**src/rtl/decode_pkg.sv**
```systemverilog
// -----------------------------------------------------------------------------
// decode_pkg
//   Shared types and helpers for the decode / register-read stage.
//   - imm_sel_t : which immediate field of the raw instruction bits is used.
//   - ext_imm   : sign/zero-extends the selected field to a caller-given width.
//                 The result is EXT_MAX_W bits wide. The caller keeps the low
//                 data_w bits. Bits at and above data_w come back as zero.
// -----------------------------------------------------------------------------
package decode_pkg;

  // Width of the raw immediate bits taken from the instruction (instr[10:0]).
  localparam int IMM_RAW_W = 11;

  // Widest data path the extension helper supports.
  localparam int EXT_MAX_W = 64;

  typedef enum logic [1:0] {
    IMM5  = 2'd0,
    IMM8  = 2'd1,
    IMM11 = 2'd2,
    NONE  = 2'd3
  } imm_sel_t;

  // Extend the selected immediate field. A field of width F occupies bits
  // [F-1:0]. Bits from F up to data_w-1 are filled with the field MSB when
  // sext=1, otherwise with 0.
  function automatic logic [EXT_MAX_W-1:0] ext_imm(
    input logic [IMM_RAW_W-1:0] raw,
    input imm_sel_t             sel,
    input logic                 sext,
    input int                   data_w
  );
    logic [EXT_MAX_W-1:0] res;
    logic [EXT_MAX_W-1:0] raw_ext;
    logic [3:0]           field_w;
    logic                 fill;
    res     = '0;
    raw_ext = {{(EXT_MAX_W-IMM_RAW_W){1'b0}}, raw};
    case (sel)
      IMM5: begin
        field_w = 4'd5;
        fill    = sext & raw[4];
      end
      IMM8: begin
        field_w = 4'd8;
        fill    = sext & raw[7];
      end
      IMM11: begin
        field_w = 4'd11;
        fill    = sext & raw[10];
      end
      default: begin
        field_w = 4'd0;
        fill    = 1'b0;
      end
    endcase
    for (int i = 0; i < EXT_MAX_W; i++) begin
      if (i >= data_w) begin
        res[i] = 1'b0;
      end else if (i < int'(field_w)) begin
        res[i] = raw_ext[i];
      end else begin
        res[i] = fill;
      end
    end
    return res;
  endfunction

endpackage

```
**src/rtl/decode_sb_stage_regfile_bp.sv**
```systemverilog
// -----------------------------------------------------------------------------
// regfile_bp
//   Register file with two read ports, one write port and an optional
//   write-before-read bypass.
//   Ports:
//     clk, rst_n        : clock (rising edge) and async active-low reset
//     i_we/i_waddr/i_wdata : write port, applied on the clock edge
//     i_raddr1/i_raddr2 : read addresses (combinational read)
//     o_rdata1/o_rdata2 : read data. When BYPASS=1, a same-cycle write to the
//                         read address is forwarded.
// -----------------------------------------------------------------------------
module regfile_bp #(
  parameter int  DATA_W   = 16,
  parameter int  NUM_REGS = 8,
  parameter bit  BYPASS   = 1'b1,
  localparam int AW       = $clog2(NUM_REGS)
) (
  input  logic              clk,
  input  logic              rst_n,
  input  logic              i_we,
  input  logic [AW-1:0]     i_waddr,
  input  logic [DATA_W-1:0] i_wdata,
  input  logic [AW-1:0]     i_raddr1,
  input  logic [AW-1:0]     i_raddr2,
  output logic [DATA_W-1:0] o_rdata1,
  output logic [DATA_W-1:0] o_rdata2
);

  logic [DATA_W-1:0] r_regs [NUM_REGS];
  logic              w_fwd1;
  logic              w_fwd2;

  // Storage: cleared on reset, one write per edge.
  always_ff @(posedge clk or negedge rst_n) begin
    if (!rst_n) begin
      for (int i = 0; i < NUM_REGS; i++) begin
        r_regs[i] <= '0;
      end
    end else if (i_we) begin
      r_regs[i_waddr] <= i_wdata;
    end
  end

  // Read ports. Forward the incoming write when the bypass is built in.
  always_comb begin
    w_fwd1 = BYPASS && i_we && (i_waddr == i_raddr1);
    w_fwd2 = BYPASS && i_we && (i_waddr == i_raddr2);
    if (w_fwd1) begin
      o_rdata1 = i_wdata;
    end else begin
      o_rdata1 = r_regs[i_raddr1];
    end
    if (w_fwd2) begin
      o_rdata2 = i_wdata;
    end else begin
      o_rdata2 = r_regs[i_raddr2];
    end
  end

endmodule

```
**src/rtl/decode_sb_stage.sv**
```systemverilog
// -----------------------------------------------------------------------------
// decode_sb_stage
//   Decode / register-read stage between fetch and execute.
//   - Reads two operands from the register file, which has a write-before-read
//     bypass.
//   - Extends the selected immediate.
//   - Stalls RAW/WAW hazards against in-flight writers using a pending-write
//     scoreboard.
//   - Presents the result in a registered ID/EX slot with a valid/ready
//     handshake and a flush.
//   Ports:
//     clk, rst     : clock (rising edge) and async active-low reset
//     in_*         : upstream instruction and its handshake (in_valid/in_ready)
//     wb_*         : writeback port into the register file
//     flush        : kills the ID/EX slot and refuses the current input
//     out_*        : registered ID/EX slot and its handshake (out_valid/out_ready)
//     stall        : a hazard is holding the input this cycle
// -----------------------------------------------------------------------------
module decode_sb_stage
  import decode_pkg::*;
#(
  parameter int  DATA_W   = 16,
  parameter int  NUM_REGS = 8,
  parameter int  CTRL_W   = 24,
  parameter bit  BYPASS   = 1'b1,
  localparam int AW       = $clog2(NUM_REGS)
) (
  input  logic              clk,
  input  logic              rst,
  input  logic              in_valid,
  output logic              in_ready,
  input  logic [AW-1:0]     in_rs1,
  input  logic [AW-1:0]     in_rs2,
  input  logic              in_rs1_used,
  input  logic              in_rs2_used,
  input  logic [AW-1:0]     in_rd,
  input  logic              in_rd_we,
  input  logic [10:0]       in_imm_raw,
  input  logic [1:0]        in_imm_sel,
  input  logic              in_sext,
  input  logic [CTRL_W-1:0] in_ctrl,
  input  logic              wb_en,
  input  logic [AW-1:0]     wb_num,
  input  logic [DATA_W-1:0] wb_data,
  input  logic              flush,
  output logic              out_valid,
  input  logic              out_ready,
  output logic [DATA_W-1:0] out_r1,
  output logic [DATA_W-1:0] out_r2,
  output logic [DATA_W-1:0] out_imm,
  output logic [AW-1:0]     out_rs1,
  output logic [AW-1:0]     out_rs2,
  output logic [AW-1:0]     out_rd,
  output logic              out_rd_we,
  output logic [CTRL_W-1:0] out_ctrl,
  output logic              stall
);

  // ---------------------------------------------------------------------------
  // Register file
  // ---------------------------------------------------------------------------
  logic [DATA_W-1:0] w_rdata1;
  logic [DATA_W-1:0] w_rdata2;

  regfile_bp #(
    .DATA_W   (DATA_W),
    .NUM_REGS (NUM_REGS),
    .BYPASS   (BYPASS)
  ) u_regfile (
    .clk      (clk),
    .rst_n    (rst),
    .i_we     (wb_en),
    .i_waddr  (wb_num),
    .i_wdata  (wb_data),
    .i_raddr1 (in_rs1),
    .i_raddr2 (in_rs2),
    .o_rdata1 (w_rdata1),
    .o_rdata2 (w_rdata2)
  );

  // ---------------------------------------------------------------------------
  // Immediate extension
  // ---------------------------------------------------------------------------
  logic [EXT_MAX_W-1:0]        w_imm_full;
  logic [DATA_W-1:0]           w_imm;
  logic [EXT_MAX_W-DATA_W-1:0] w_imm_unused;

  // The helper works at its widest size. Only the low DATA_W bits are kept.
  always_comb begin
    w_imm_full = ext_imm(in_imm_raw, imm_sel_t'(in_imm_sel), in_sext, DATA_W);
  end

  assign w_imm        = w_imm_full[DATA_W-1:0];
  assign w_imm_unused = w_imm_full[EXT_MAX_W-1:DATA_W];

  // ---------------------------------------------------------------------------
  // Hazard detection and handshake
  // ---------------------------------------------------------------------------
  logic [NUM_REGS-1:0] r_pending;
  logic [NUM_REGS-1:0] w_pending_nxt;
  logic                w_wb_clr_rs1;
  logic                w_wb_clr_rs2;
  logic                w_wb_clr_rd;
  logic                w_haz1;
  logic                w_haz2;
  logic                w_hazw;
  logic                w_stall;
  logic                w_in_ready;
  logic                w_accept;

  logic                r_out_valid;
  logic [DATA_W-1:0]   r_out_r1;
  logic [DATA_W-1:0]   r_out_r2;
  logic [DATA_W-1:0]   r_out_imm;
  logic [AW-1:0]       r_out_rs1;
  logic [AW-1:0]       r_out_rs2;
  logic [AW-1:0]       r_out_rd;
  logic                r_out_rd_we;
  logic [CTRL_W-1:0]   r_out_ctrl;

  // Hazards against pending writers. A same-cycle writeback only resolves a
  // hazard when its data reaches the read port through the bypass. Without the
  // bypass, the reader waits one more cycle for the register-file copy.
  always_comb begin
    w_wb_clr_rs1 = BYPASS && wb_en && (wb_num == in_rs1);
    w_wb_clr_rs2 = BYPASS && wb_en && (wb_num == in_rs2);
    w_wb_clr_rd  = BYPASS && wb_en && (wb_num == in_rd);
    w_haz1       = in_rs1_used && r_pending[in_rs1] && !w_wb_clr_rs1;
    w_haz2       = in_rs2_used && r_pending[in_rs2] && !w_wb_clr_rs2;
    w_hazw       = in_rd_we && r_pending[in_rd] && !w_wb_clr_rd;
    // Reset gating keeps both handshake outputs low while rst is held.
    w_stall      = rst && in_valid && (w_haz1 || w_haz2 || w_hazw);
    w_in_ready   = rst && !w_stall && !flush && (!r_out_valid || out_ready);
    w_accept     = in_valid && w_in_ready;
  end

  assign stall    = w_stall;
  assign in_ready = w_in_ready;

  // ---------------------------------------------------------------------------
  // Scoreboard update
  // ---------------------------------------------------------------------------

  // Next pending bits. A new writer's set wins over any clear. A flushed writer
  // in the slot will never write back, so its bit is released here.
  always_comb begin
    w_pending_nxt = r_pending;
    for (int r = 0; r < NUM_REGS; r++) begin
      if (w_accept && in_rd_we && (in_rd == AW'(r))) begin
        w_pending_nxt[r] = 1'b1;
      end else if (wb_en && (wb_num == AW'(r))) begin
        w_pending_nxt[r] = 1'b0;
      end else if (flush && r_out_valid && r_out_rd_we && (r_out_rd == AW'(r))) begin
        w_pending_nxt[r] = 1'b0;
      end else begin
        w_pending_nxt[r] = r_pending[r];
      end
    end
  end

  // Pending-write bits, one per architectural register.
  always_ff @(posedge clk or negedge rst) begin
    if (!rst) begin
      r_pending <= '0;
    end else begin
      r_pending <= w_pending_nxt;
    end
  end

  // ---------------------------------------------------------------------------
  // ID/EX output slot
  // ---------------------------------------------------------------------------

  // ID/EX slot. Data only changes on accept. While the slot is stalled, the
  // captured operands stay frozen even if a later writeback hits the register.
  always_ff @(posedge clk or negedge rst) begin
    if (!rst) begin
      r_out_valid <= 1'b0;
      r_out_r1    <= '0;
      r_out_r2    <= '0;
      r_out_imm   <= '0;
      r_out_rs1   <= '0;
      r_out_rs2   <= '0;
      r_out_rd    <= '0;
      r_out_rd_we <= 1'b0;
      r_out_ctrl  <= '0;
    end else if (flush) begin
      r_out_valid <= 1'b0;
    end else if (w_accept) begin
      r_out_valid <= 1'b1;
      r_out_r1    <= w_rdata1;
      r_out_r2    <= w_rdata2;
      r_out_imm   <= w_imm;
      r_out_rs1   <= in_rs1;
      r_out_rs2   <= in_rs2;
      r_out_rd    <= in_rd;
      r_out_rd_we <= in_rd_we;
      r_out_ctrl  <= in_ctrl;
    end else if (out_ready) begin
      r_out_valid <= 1'b0;
    end
  end

  assign out_valid = r_out_valid;
  assign out_r1    = r_out_r1;
  assign out_r2    = r_out_r2;
  assign out_imm   = r_out_imm;
  assign out_rs1   = r_out_rs1;
  assign out_rs2   = r_out_rs2;
  assign out_rd    = r_out_rd;
  assign out_rd_we = r_out_rd_we;
  assign out_ctrl  = r_out_ctrl;

endmodule

```
**config.mk**
```make
export PLATFORM = sky130hd
export DESIGN_NAME = decode_sb_stage
export DESIGN_NICKNAME = d
export VERILOG_FILES = /design/src/rtl/decode_pkg.sv /design/src/rtl/decode_sb_stage_regfile_bp.sv /design/src/rtl/decode_sb_stage.sv
export SDC_FILE = /design/constraint.sdc
export NUM_CORES = 1
export LEC_CHECK = 0
export ABC_AREA = 1
export CORE_ASPECT_RATIO = 1.5
export CORE_MARGIN = 4
export CORE_UTILIZATION = 45
export DETAILED_ROUTE_END_ITERATION = 16
export GPL_ROUTABILITY_DRIVEN = 0
export MAX_ROUTING_LAYER = met4
export PLACE_DENSITY = 0.8
export SKIP_LAST_GASP = 1
export SYNTH_ARGS = -nofsm -noshare
export SYNTH_HDL_FRONTEND = slang
export SYNTH_SLANG_ARGS = --single-unit
export TNS_END_PERCENT = 30
```
**constraint.sdc**
```tcl
create_clock -name clk -period 1.6 [get_ports clk]
set_input_delay 0.24 -clock clk [delete_from_list [all_inputs] [get_ports clk]]
set_output_delay 0.24 -clock clk [all_outputs]
set_load 0.02 [all_outputs]
```
==> impl_metrics.toml <==
[global_routing]
grt_max_degree = 164
overflow = 0
antenna_found_initial = 1
grt.total_usage_pct = 27.0
grt_pass1_wl_um = 58800
first_global_vias = 11400

[synthesis]
muxShareOfSynthArea_pct = 0
yosys.area_share.simple_pct = 20.1
ys_seq_area_share_pct = 48.1
syn_inst = 1435
syn-num-nets = 1514
postSynthAreaPerCell_um2 = 7.90
synth_top_family_by_area = "compound AO/OA/AOI/OAI gates"
synth-compound-area-share_pct = 24.0
ys_ff_latch = 218
synth_adder_area_share_pct = 0.442
ys_warn_count = 0
synth_top_area_share_pct = 48.1
synth_cell_type_count = 30
synth-xor-area-share_pct = 0.0773
yosys.area.top_type = "dfrtp_1"
synthTopCellsByArea = "dfrtp_1 48%, o21ai_0 12%, nand2_1 11%, o21ai_2 6.3%, nor2_1 5.9%"
synth_area_um2 = 11300

[finish]
fill_cells = 1983
fin_area_um2 = 14900
syn_to_final_growth_pct = 31.2
regArea_um2 = 5460
drive_gt1_share_pct = 16.5
final_nets = 1715
multi_input_area_um2 = 5170

[placement]
post_dp_cell_area_um2 = 13800
dp.final_hpwl_um = 22500
io_buffer_count = 159

[critical_path]
critical_path_buf_inv_count = 3
reg2reg_from = "r_pending[0]"
cp_common_cell = "nand3_1"
crit_type = "reg -> out"
critPathTopFamily = "simple AND/OR/NAND/NOR gates"
crit_path_top_delay_cell = "dfrtp_1"
arrival_ns = 1.89
setup.worst_path.start = "r_pending[0]"
critical_path.cell_chain = "inv_1 > nand2_1 > o211ai_1 > nand3_1 > nand3_1 > nand3_1 > nand2_2 > inv_2 > nor4_4 > buf_4"
cp-start-kind = "register"
crit_fanout = 4
cp.required_ns = 1.36
crit_path_max_incr_delay_ns = 0.45
cp-end-kind = "output pin"

[drt]
drc = 0
via_per_inst = 5.82
drtPass1Iterations = 6
via_count = 11500
wl_per_cell_um = 18.8
drtIter0Drc = 1234
ant_nets = 0
wl_um = 37100

[job]
drv_cap = 0

[power_and_ir_drop]
swShare_pct = 32.5
comb_power_share_pct = 28.3
power_switching_mw = 5.58
p_seq_share_pct = 43.0
p_int_mw = 11.6
power.leakage_nw = 6.98
powerDensity_nw_per_um2 = 1150
clkPwrFrac_pct = 28.7
ir_worst_vdd_uv = 728

[sta]
slew_headroom_pct = 33.3
setup_ws_ns = -0.526
tns_ns = -34.28
tightest_slew_ns = 1.00
grt_setup_unrepaired = "yes"
setup_viol = 165
fmax_mhz = 470
fin_hold_ws_ns = 0.268
finalHoldViolCount = 0
skew_ns = 0.0234
drv_slew = 0
post-route-min-period_ns = 2.13
fin_crit_sh_pct = 133

[clocking]
cts_root_buf = "clkbuf_16"
cts_made_buffers = 21
cts_tree = "built"
path_clk_slew_ns = 0.07
clkLatencyLatePin_ns = 0.52
cts_sinks = 218
clk_path_buf_depth = 3
ctsHtreeMaxLevel = 1

[hold_path]
hold_path.class = "in -> reg"
min_from = "in_ctrl[7]"

[die]
initial_core_util_pct = 46.0
die-area_um2 = 27800
die_w_um = 138
rows = 70
die_h_um = 202
io_pins = 160
coreArea_um2 = 24600

[status]
outcome = "complete, but fails checks"
violations = "setup timing"
-- synth_stat cells --
library cell and count:
o211ai_1 2, nor2_4 2, buf_6 18, nor3_1 2, xnor2_1 1, buf_2 9, o22ai_1 64, ha_1 4
nand2_1 333, nand3_2 1, o31ai_1 1, nor2_1 177, o21ai_2 81, buf_4 3, o22ai_2 1, a41oi_1 3
o21ai_0 273, inv_2 7, a21oi_1 30, buf_1 2, or2_2 1, nor3b_1 1, clkbuf_1 66, nand4_1 6
nand2_2 1, nor4_1 3, dfrtp_1 218, nand3_1 48, inv_1 73, o21bai_1 4
-- power groups by stage --
| stage | Sequential [mW] | Clock (mW) | Combinational [mW] |
|---|---|---|---|
| detailed placement | 7.41 | 0 | 4.70 |
| floorplan | 7.80 | 0 | 2.17 |
| global placement | 7.36 | 0 | 4.57 |
| CTS | 7.33 | 5.00 | 4.82 |
| global route | 7.49 | 5.21 | 5.30 |
| finish | 7.37 | 4.93 | 4.85 |
-- path summary, 6_finish.rpt --
check | end | slack [ns] | cells past startpoint
setup reg to reg | out_ctrl[4] | -0.39 | 12
setup / recovery | in_ready | -0.53 | 10
max in group asynchronous | u_regfile.r_regs[106] | 0.04 | 4
min in group asynchronous | r_pending[7] | 0.38 | 3
hold / removal | out_ctrl[7] | 0.27 | 3
hold reg to reg | out_imm[11] | 0.48 | 2
-- metrics by stage --
| step | worst slack [ns] | util (%) | power, mW | instances |
|---|---|---|---|---|
| after floorplan | -0.0432 | - | 9.96 | 1435 |
| final | -0.526 | 60.4 | 17.2 | 1971 |
| after CTS | -0.511 | 60.2 | 17.1 | 1969 |
| after detailed placement | -0.984 | 56.2 | 12.1 | 1923 |
| after global routing | -0.628 | 60.4 | 18.0 | 1971 |
| after global placement | -0.952 | 56.2 | 11.9 | 1923 |
-- flip-flops by register name, indices dropped and copies added, names as in the netlist --
signal,cells
out_ctrl,24
out_imm,15
out_r1,16
out_r2,16
out_rd,3
out_rd_we,1
out_rs1,3
out_rs2,3
out_valid,1
r_pending,8
u_regfile.r_regs,128
-- tightest hold or removal path, cell delays in order --
cell and delay [ns]:
clkdlybuf4s50_1 0.39, inv_1 0.06, o21ai_2 0.05
-- per-layer routing --
layer  vias up  GRT usage (%)  wire (µm)
li1       5194              -          -
met1      5376           30.9      13300
met2       700           44.8      18100
met3       196           4.31       3640
met4         0           14.7       2080
met5         -              -          0
-- final cells by class --
cell class              instances  area share, %
inverters                      80           2.07
flip-flops and latches        218           36.7
clock inverters                 7          0.657
well taps                     324           2.73
diodes                          1         0.0168
repair buffers                274           19.2
clock buffers                  26           3.80
multi-input cells            1041           34.8
-- cell families after synthesis --
group / after synthesis
AOI/OAI and AO/OA: 459
xor gates and xnor gates: 1
adders and majority gates: 4
buffers and inverters: 178
DFF: 218
and+or+nand+nor: 575
-- what timing repair did --
item / 4_1_cts / 5_1_grt
resized for setup: 33 / 19
setup endpoints to repair: 175 / 337
hold endpoints to repair: 31 / 0
pin swaps: 3 / 2
buffers inserted: 5 / 1
gates cloned: 8 / 0
hold buffers: 1 / 0
-- layout by cell type (no fill, tap or decap), types with 4 or more instances in the layout --
master           count
inv_2                6
clkbuf_16           21
o21ai_2             81
nand4_1              6
dlymetal6s2s_1       9
nor2_1             176
nand3_1             46
nand2_1            320
o21ai_0            273
dfrtp_1            213
ha_1                 4
dlygate4sd2_1        6
buf_4               87
clkdlybuf4s50_1    139
a21oi_1             29
nand2_2             14
buf_6                4
dfrtp_2              5
inv_1               71
bufbuf_16            4
o21bai_1             4
o22ai_1             64
buf_12              19
(Power assumes the default switching activity.)
